==> config.mk <==
export PLATFORM = sky130hd
export DESIGN_NAME = alu_share_arb
export DESIGN_NICKNAME = d
export VERILOG_FILES = /design/src/rtl/alu_share_arb.sv
export SDC_FILE = /design/constraint.sdc
export NUM_CORES = 1
export LEC_CHECK = 0
export ABC_CLOCK_PERIOD_IN_PS = 3150
export BUFFER_PORTS_ARGS = -buffer_cell sky130_fd_sc_hd__clkbuf_2
export CORE_ASPECT_RATIO = 0.8
export CORE_MARGIN = 1.5
export CORE_UTILIZATION = 52
export DETAILED_ROUTE_END_ITERATION = 7
export GPL_TIMING_DRIVEN = 1
export PLACE_DENSITY = 0.84
export SLEW_MARGIN = 30
export SYNTH_ARGS = -nofsm -noshare
export SYNTH_HDL_FRONTEND = slang
export SYNTH_SLANG_ARGS = --single-unit
==> constraint.sdc <==
create_clock -name clk -period 3.15 [get_ports clk]
set_input_delay 0.945 -clock clk [delete_from_list [all_inputs] [get_ports clk]]
set_output_delay 0.945 -clock clk [all_outputs]
set_load 0.03 [all_outputs]
==> src/rtl/alu_share_arb.sv <==
// alu_share_arb
// Round-robin arbiter/sequencer sharing one combinational 3-bit ALU between
// two requesters. The winner's operands are latched onto the ALU ports, held
// for EXEC_CYCLES cycles, and the ALU result is captured and returned with a
// one-cycle ack pulse.
//
// Ports:
//   clk, rst                       clock (rising edge), async active-high reset
//   rN_req/rN_sel/rN_a/rN_b/rN_c   requester N request, op select, operands
//   alu_sel/alu_a/alu_b/alu_c      registered operands driven to the shared ALU
//   alu_d/alu_neg                  shared ALU result and negative flag
//   gnt                            one-hot owner, high during EXEC and RESP
//   ack                            one-cycle completion pulse to the owner
//   res_d/res_neg                  captured ALU result, held until next capture
//   busy                           high whenever the sequencer is not idle
//   op_cnt                         completed operations, wraps silently
module alu_share_arb #(
  parameter int EXEC_CYCLES = 1,
  parameter int CNT_W       = 8
) (
  input  logic             clk,
  input  logic             rst,
  input  logic             r0_req,
  input  logic [1:0]       r0_sel,
  input  logic [2:0]       r0_a,
  input  logic [2:0]       r0_b,
  input  logic [2:0]       r0_c,
  input  logic             r1_req,
  input  logic [1:0]       r1_sel,
  input  logic [2:0]       r1_a,
  input  logic [2:0]       r1_b,
  input  logic [2:0]       r1_c,
  output logic [1:0]       alu_sel,
  output logic [2:0]       alu_a,
  output logic [2:0]       alu_b,
  output logic [2:0]       alu_c,
  input  logic [3:0]       alu_d,
  input  logic             alu_neg,
  output logic [1:0]       gnt,
  output logic [1:0]       ack,
  output logic [3:0]       res_d,
  output logic             res_neg,
  output logic             busy,
  output logic [CNT_W-1:0] op_cnt
);

  typedef enum logic [1:0] {IDLE, EXEC, RESP} state_t;

  // Settle counter loads EXEC_CYCLES-1 so capture happens EXEC_CYCLES edges
  // after the grant edge.
  localparam logic [3:0] CNT_INIT = 4'(EXEC_CYCLES - 1);

  state_t           state_q, state_d;
  logic             last_q, last_d;      // index of the previous owner
  logic [3:0]       cnt_q, cnt_d;
  logic [1:0]       gnt_q, gnt_d;
  logic [1:0]       ack_q, ack_d;
  logic [3:0]       res_d_q, res_d_d;
  logic             res_neg_q, res_neg_d;
  logic [CNT_W-1:0] op_cnt_q, op_cnt_d;
  logic [1:0]       alu_sel_q, alu_sel_d;
  logic [2:0]       alu_a_q, alu_a_d;
  logic [2:0]       alu_b_q, alu_b_d;
  logic [2:0]       alu_c_q, alu_c_d;

  // Arbitration: a lone requester wins; on a tie the one that did not own
  // the ALU last time wins. last_q resets to 1 so requester 0 wins first.
  logic win_valid;
  logic win_idx;

  always_comb begin
    win_valid = r0_req | r1_req;
    win_idx   = 1'b0;
    if (r0_req && r1_req) begin
      win_idx = ~last_q;
    end else if (r1_req) begin
      win_idx = 1'b1;
    end
  end

  always_comb begin
    state_d   = state_q;
    last_d    = last_q;
    cnt_d     = cnt_q;
    gnt_d     = gnt_q;
    ack_d     = 2'b00;                   // ack is a single-cycle pulse
    res_d_d   = res_d_q;
    res_neg_d = res_neg_q;
    op_cnt_d  = op_cnt_q;
    alu_sel_d = alu_sel_q;
    alu_a_d   = alu_a_q;
    alu_b_d   = alu_b_q;
    alu_c_d   = alu_c_q;

    unique case (state_q)
      IDLE: begin
        if (win_valid) begin
          if (win_idx) begin
            alu_sel_d = r1_sel;
            alu_a_d   = r1_a;
            alu_b_d   = r1_b;
            alu_c_d   = r1_c;
            gnt_d     = 2'b10;
          end else begin
            alu_sel_d = r0_sel;
            alu_a_d   = r0_a;
            alu_b_d   = r0_b;
            alu_c_d   = r0_c;
            gnt_d     = 2'b01;
          end
          cnt_d   = CNT_INIT;
          state_d = EXEC;
        end
      end

      EXEC: begin
        // Requester inputs are deliberately not looked at here.
        if (cnt_q != 4'd0) begin
          cnt_d = cnt_q - 4'd1;
        end else begin
          res_d_d   = alu_d;
          res_neg_d = alu_neg;
          ack_d     = gnt_q;
          op_cnt_d  = op_cnt_q + CNT_W'(1);
          last_d    = gnt_q[1];
          state_d   = RESP;
        end
      end

      RESP: begin
        gnt_d   = 2'b00;
        state_d = IDLE;
      end

      default: begin
        gnt_d   = 2'b00;
        state_d = IDLE;
      end
    endcase
  end

  always_ff @(posedge clk or posedge rst) begin
    if (rst) begin
      state_q   <= IDLE;
      last_q    <= 1'b1;
      cnt_q     <= 4'd0;
      gnt_q     <= 2'b00;
      ack_q     <= 2'b00;
      res_d_q   <= 4'd0;
      res_neg_q <= 1'b0;
      op_cnt_q  <= '0;
      alu_sel_q <= 2'd0;
      alu_a_q   <= 3'd0;
      alu_b_q   <= 3'd0;
      alu_c_q   <= 3'd0;
    end else begin
      state_q   <= state_d;
      last_q    <= last_d;
      cnt_q     <= cnt_d;
      gnt_q     <= gnt_d;
      ack_q     <= ack_d;
      res_d_q   <= res_d_d;
      res_neg_q <= res_neg_d;
      op_cnt_q  <= op_cnt_d;
      alu_sel_q <= alu_sel_d;
      alu_a_q   <= alu_a_d;
      alu_b_q   <= alu_b_d;
      alu_c_q   <= alu_c_d;
    end
  end

  assign alu_sel = alu_sel_q;
  assign alu_a   = alu_a_q;
  assign alu_b   = alu_b_q;
  assign alu_c   = alu_c_q;
  assign gnt     = gnt_q;
  assign ack     = ack_q;
  assign res_d   = res_d_q;
  assign res_neg = res_neg_q;
  assign busy    = (state_q != IDLE);
  assign op_cnt  = op_cnt_q;

endmodule

Word-level counts from Yosys, hierarchy flattened

Index checks and enable logic that the tools add are counted.

Bits in registers: 35
Input bits: 31
Output and inout bits: 29

Add/subtract/negate cells: 2
Equality and inequality tests: 4
Mux-type cells: 17
Bitwise gates (word level): 4
Reduce and logical (&&, ||, !) cells: 10

Operators with widths:

| cell                                                 | number |
|---|---|
| 2-to-1 mux 2 bit                                     | 7 |
| 2-to-1 mux 3 bit                                     | 3 |
| adder 8 x 1 -> 8 bit (second input constant)         | 1 |
| 2-to-1 mux 4 bit                                     | 2 |
| case mux 2 bit (2 select lines)                      | 2 |
| case mux 4 bit (2 select lines)                      | 1 |
| AND reduction 2 bit                                  | 4 |
| != test 2 bit (second input constant)                | 3 |
| nonzero test 2 bit                                   | 2 |
| nonzero test 4 bit                                   | 1 |
| subtractor 4 x 1 -> 4 bit (second input constant)    | 1 |
| NOT 1 bit                                            | 3 |
| AND reduction 3 bit                                  | 1 |
| equality test 2 x 1 -> 1 bit (second input constant) | 1 |
| zero test 2 bit                                      | 1 |
| 2-to-1 mux 1 bit                                     | 2 |
| logical AND 1 bit                                    | 1 |
| OR 1 bit                                             | 1 |

Logic depth before layout (Yosys ltp)

Depth after elaboration: 5
Mapped depth: 6
Mapped depth without buffers: 6

Worst setup path after synthesis

No wires, ideal clock.

Path type: register -> output
Start point: register state_q[0]
End point: output busy
Arrival time: 1,103 ps
Data required time: 2,205 ps
Setup slack: 1,102 ps
Cell stages (with the launch flop): 4
Buffers on the path: 2
Cells stage by stage: dfrtp_1 -> or2_1 -> buf_6 -> clkbuf_1

Cells in the longest elaborated chain, start to end: 1

RTL lines:

| what                   | line | RTL |
|---|---|---|
| from (decl)            | 53   | `state_t state_q, state_d;` |
| from (signal assigned) | 157  | `state_q <= state_d;` |
| nonzero test 2 bit     | 180  | `assign busy = (state_q != IDLE);` |
| to (decl)              | 43   | `output logic busy,` |

Every way passes these cells.

Final worst setup path

Same ends and word-level chain as after synthesis.

==> results.json <==
{
  "antenna_found_initial": 0,
  "finalNetCount": 236,
  "port_buffers": 59,
  "io_pins": 60,
  "cp_max_fo": 16,
  "fin_setup_tns_ns": 0,
  "yosysUniqueCellTypes": 38,
  "setup_violations": 0,
  "mostFrequentLayoutCells": "59 x clkbuf_2, 34 x dfrtp_1, 17 x inv_1",
  "yosys_warnings": 0,
  "fill_cells": 214,
  "place_inst": 233,
  "worst_pin_slew_ns": 0.723,
  "synth_cells": 140,
  "initial_core_util": 0.561,
  "wl_per_cell_um": 13.5,
  "dpl.hpwl_um": 2440,
  "finalNonFillerCells": 241,
  "dieArea_um2": 3420,
  "synthToLayoutAreaGrowth_pct": 26.3,
  "grt_pass1_vias": 1135,
  "critical_path_class": "register to primary output",
  "crit_required_ns": 2.20,
  "clk_latency_ns": 0.28,
  "ir_drop_uv": 769,
  "powerDensity_nw_per_um2": 1110,
  "num_vias": 1244,
  "final_hold_viol_count": 0,
  "rsz0062_at_grt": "no",
  "cts_sinks": 35,
  "end_kind": "primary output",
  "hp-class": "register to register",
  "status": "finished clean",
  "place_congestion": 0.726,
  "arrival_ns": 1.52,
  "postCtsSetupBuffers": 0,
  "detail-route-antenna-nets": 0,
  "syn-cell-area_um2": 1600,
  "first_pass_iters": 4,
  "drt_iter0_markers": 37,
  "ctsRootBufferMaster": "clkbuf_8",
  "synth_edf_count": 0,
  "skew_ns": 0.00307,
  "slew_headroom": 0.515,
  "drive_above_1_share": 0.404,
  "cap_violations": 0,
  "total_power_mw": 2.25,
  "synth_flop_cell": "dfrtp_1",
  "cp-start-kind": "register",
  "power_leakage_nw": 1.06,
  "cts_tree": "done",
  "async_reset_ff_frac": 1.00,
  "cts.clk_slew.worst_paths_ns": 0.07,
  "die_y_um": 52.6,
  "die_x_um": 65.0,
  "synth_nets": 174,
  "fin_util": 0.709,
  "period_needed_ns": 2.47,
  "row_count": 17,
  "yosysSeqAreaShare": 0.548,
  "gr-usage-all-layers": 0.206,
  "avgSynthCellArea_um2": 11.4,
  "slew_viol_final": 0,
  "vias_per_cell": 5.16,
  "fin_crit_sh": 0.784,
  "core_um2": 2850,
  "gr-total-overflow": 0,
  "final_common_cell": "clkbuf_2",
  "h-tree-depth": 2,
  "cts_resized": 0,
  "max_freq_mhz": 405,
  "ys_seq_elements": 35,
  "grt_pass1_wl_um": 5150,
  "wl_um": 3260,
  "cts.path.max_buffers": 2,
  "holdBufCountCts": 0,
  "grt_start_max_net_pins": 19,
  "drc_errors": 0,
  "n_antenna_cell": 0,
  "cts_made_buffers": 5
}
-- routing by layer --
| metal | vias up | global-route usage | part of all wire |
|---|---|---|---|
| met5 | - | 0 | 0 |
| met4 | 0 | 0.0799 | 0.011 |
| met3 | 5 | 0.0581 | 0.045 |
| met2 | 32 | 0.308 | 0.47 |
| met1 | 593 | 0.285 | 0.47 |
| li1 | 614 | - | - |
-- critical path: stages, from the launching register on --
cell	delay, ns
dfrtp_1	0.44
or2_1	0.50
clkbuf_2	0.31
-- metrics by stage --
stage               area [um2]  hold slack (ns)  setup WS [ns]
finish                    2020            0.469          0.680
global route              2020            0.491          0.576
CTS                       2020            0.479          0.685
global placement          1920            0.459          0.820
floorplan                 1600            0.472           1.10
detailed placement        1920            0.470          0.992
-- state kept, by name (all words and copies together) (netlist names) --
signal / flops
ack: 2
alu_a: 3
alu_b: 3
alu_c: 3
alu_sel: 2
cnt_q: 4
gnt: 2
last_q: 1
op_cnt: 8
res_d: 4
res_neg: 1
state_q: 2
-- cell usage after synthesis, drive strengths merged, types with 3 or more instances --
cell   number  share of area
a221o      11          0.069
buf         3          0.017
dfrtp      34           0.53
ha          3          0.023
inv        18          0.042
mux2        7          0.049
nand3       3         0.0094
nor2        4         0.0094
nor2b       5          0.020
nor3       14          0.044
o21ai       3         0.0094
or2         3          0.013
xnor2       5          0.027
xor2        3          0.016
-- where the power goes --
part	internal, mW	total [mW]	switching, mW
sequential	0.647	0.795	0.148
clock	0.199	0.349	0.150
combinational	0.412	1.11	0.696
total	1.26	2.25	0.993
-- layout make-up --
type	count	area, um2	share of cell area
tap	38	47.5	0.0235
multi-input combinational	82	626	0.310
clock buffer	8	100	0.0495
sequential	35	877	0.434
timing repair buffer	60	303	0.150
inverter	18	67.6	0.0334
-- kinds of logic after synthesis --
family / share of synthesized area
XOR/XNOR: 0.0438
adder cells (fa/ha/maj): 0.0235
AO/OA/AOI/OAI: 0.116
multiplexers: 0.0493
AND/OR/NAND/NOR: 0.156
buffers and inverters: 0.0641
flip-flops: 0.548
-- final timing paths --
path	start	endpoint	slack (ns)	cells past startpoint
max in group asynchronous	rst	last_q	1.69	3
worst max register to register	cnt_q[0]	res_d[1]	1.17	6
worst max-delay path	state_q[0]	busy	0.68	2
worst min-delay path	op_cnt[7]	op_cnt[7]	0.47	1
worst min register to register	op_cnt[7]	op_cnt[7]	0.47	1
min in group asynchronous	rst	ack[0]	0.72	2
No activity file was read; power rests on OpenSTA's default activity.
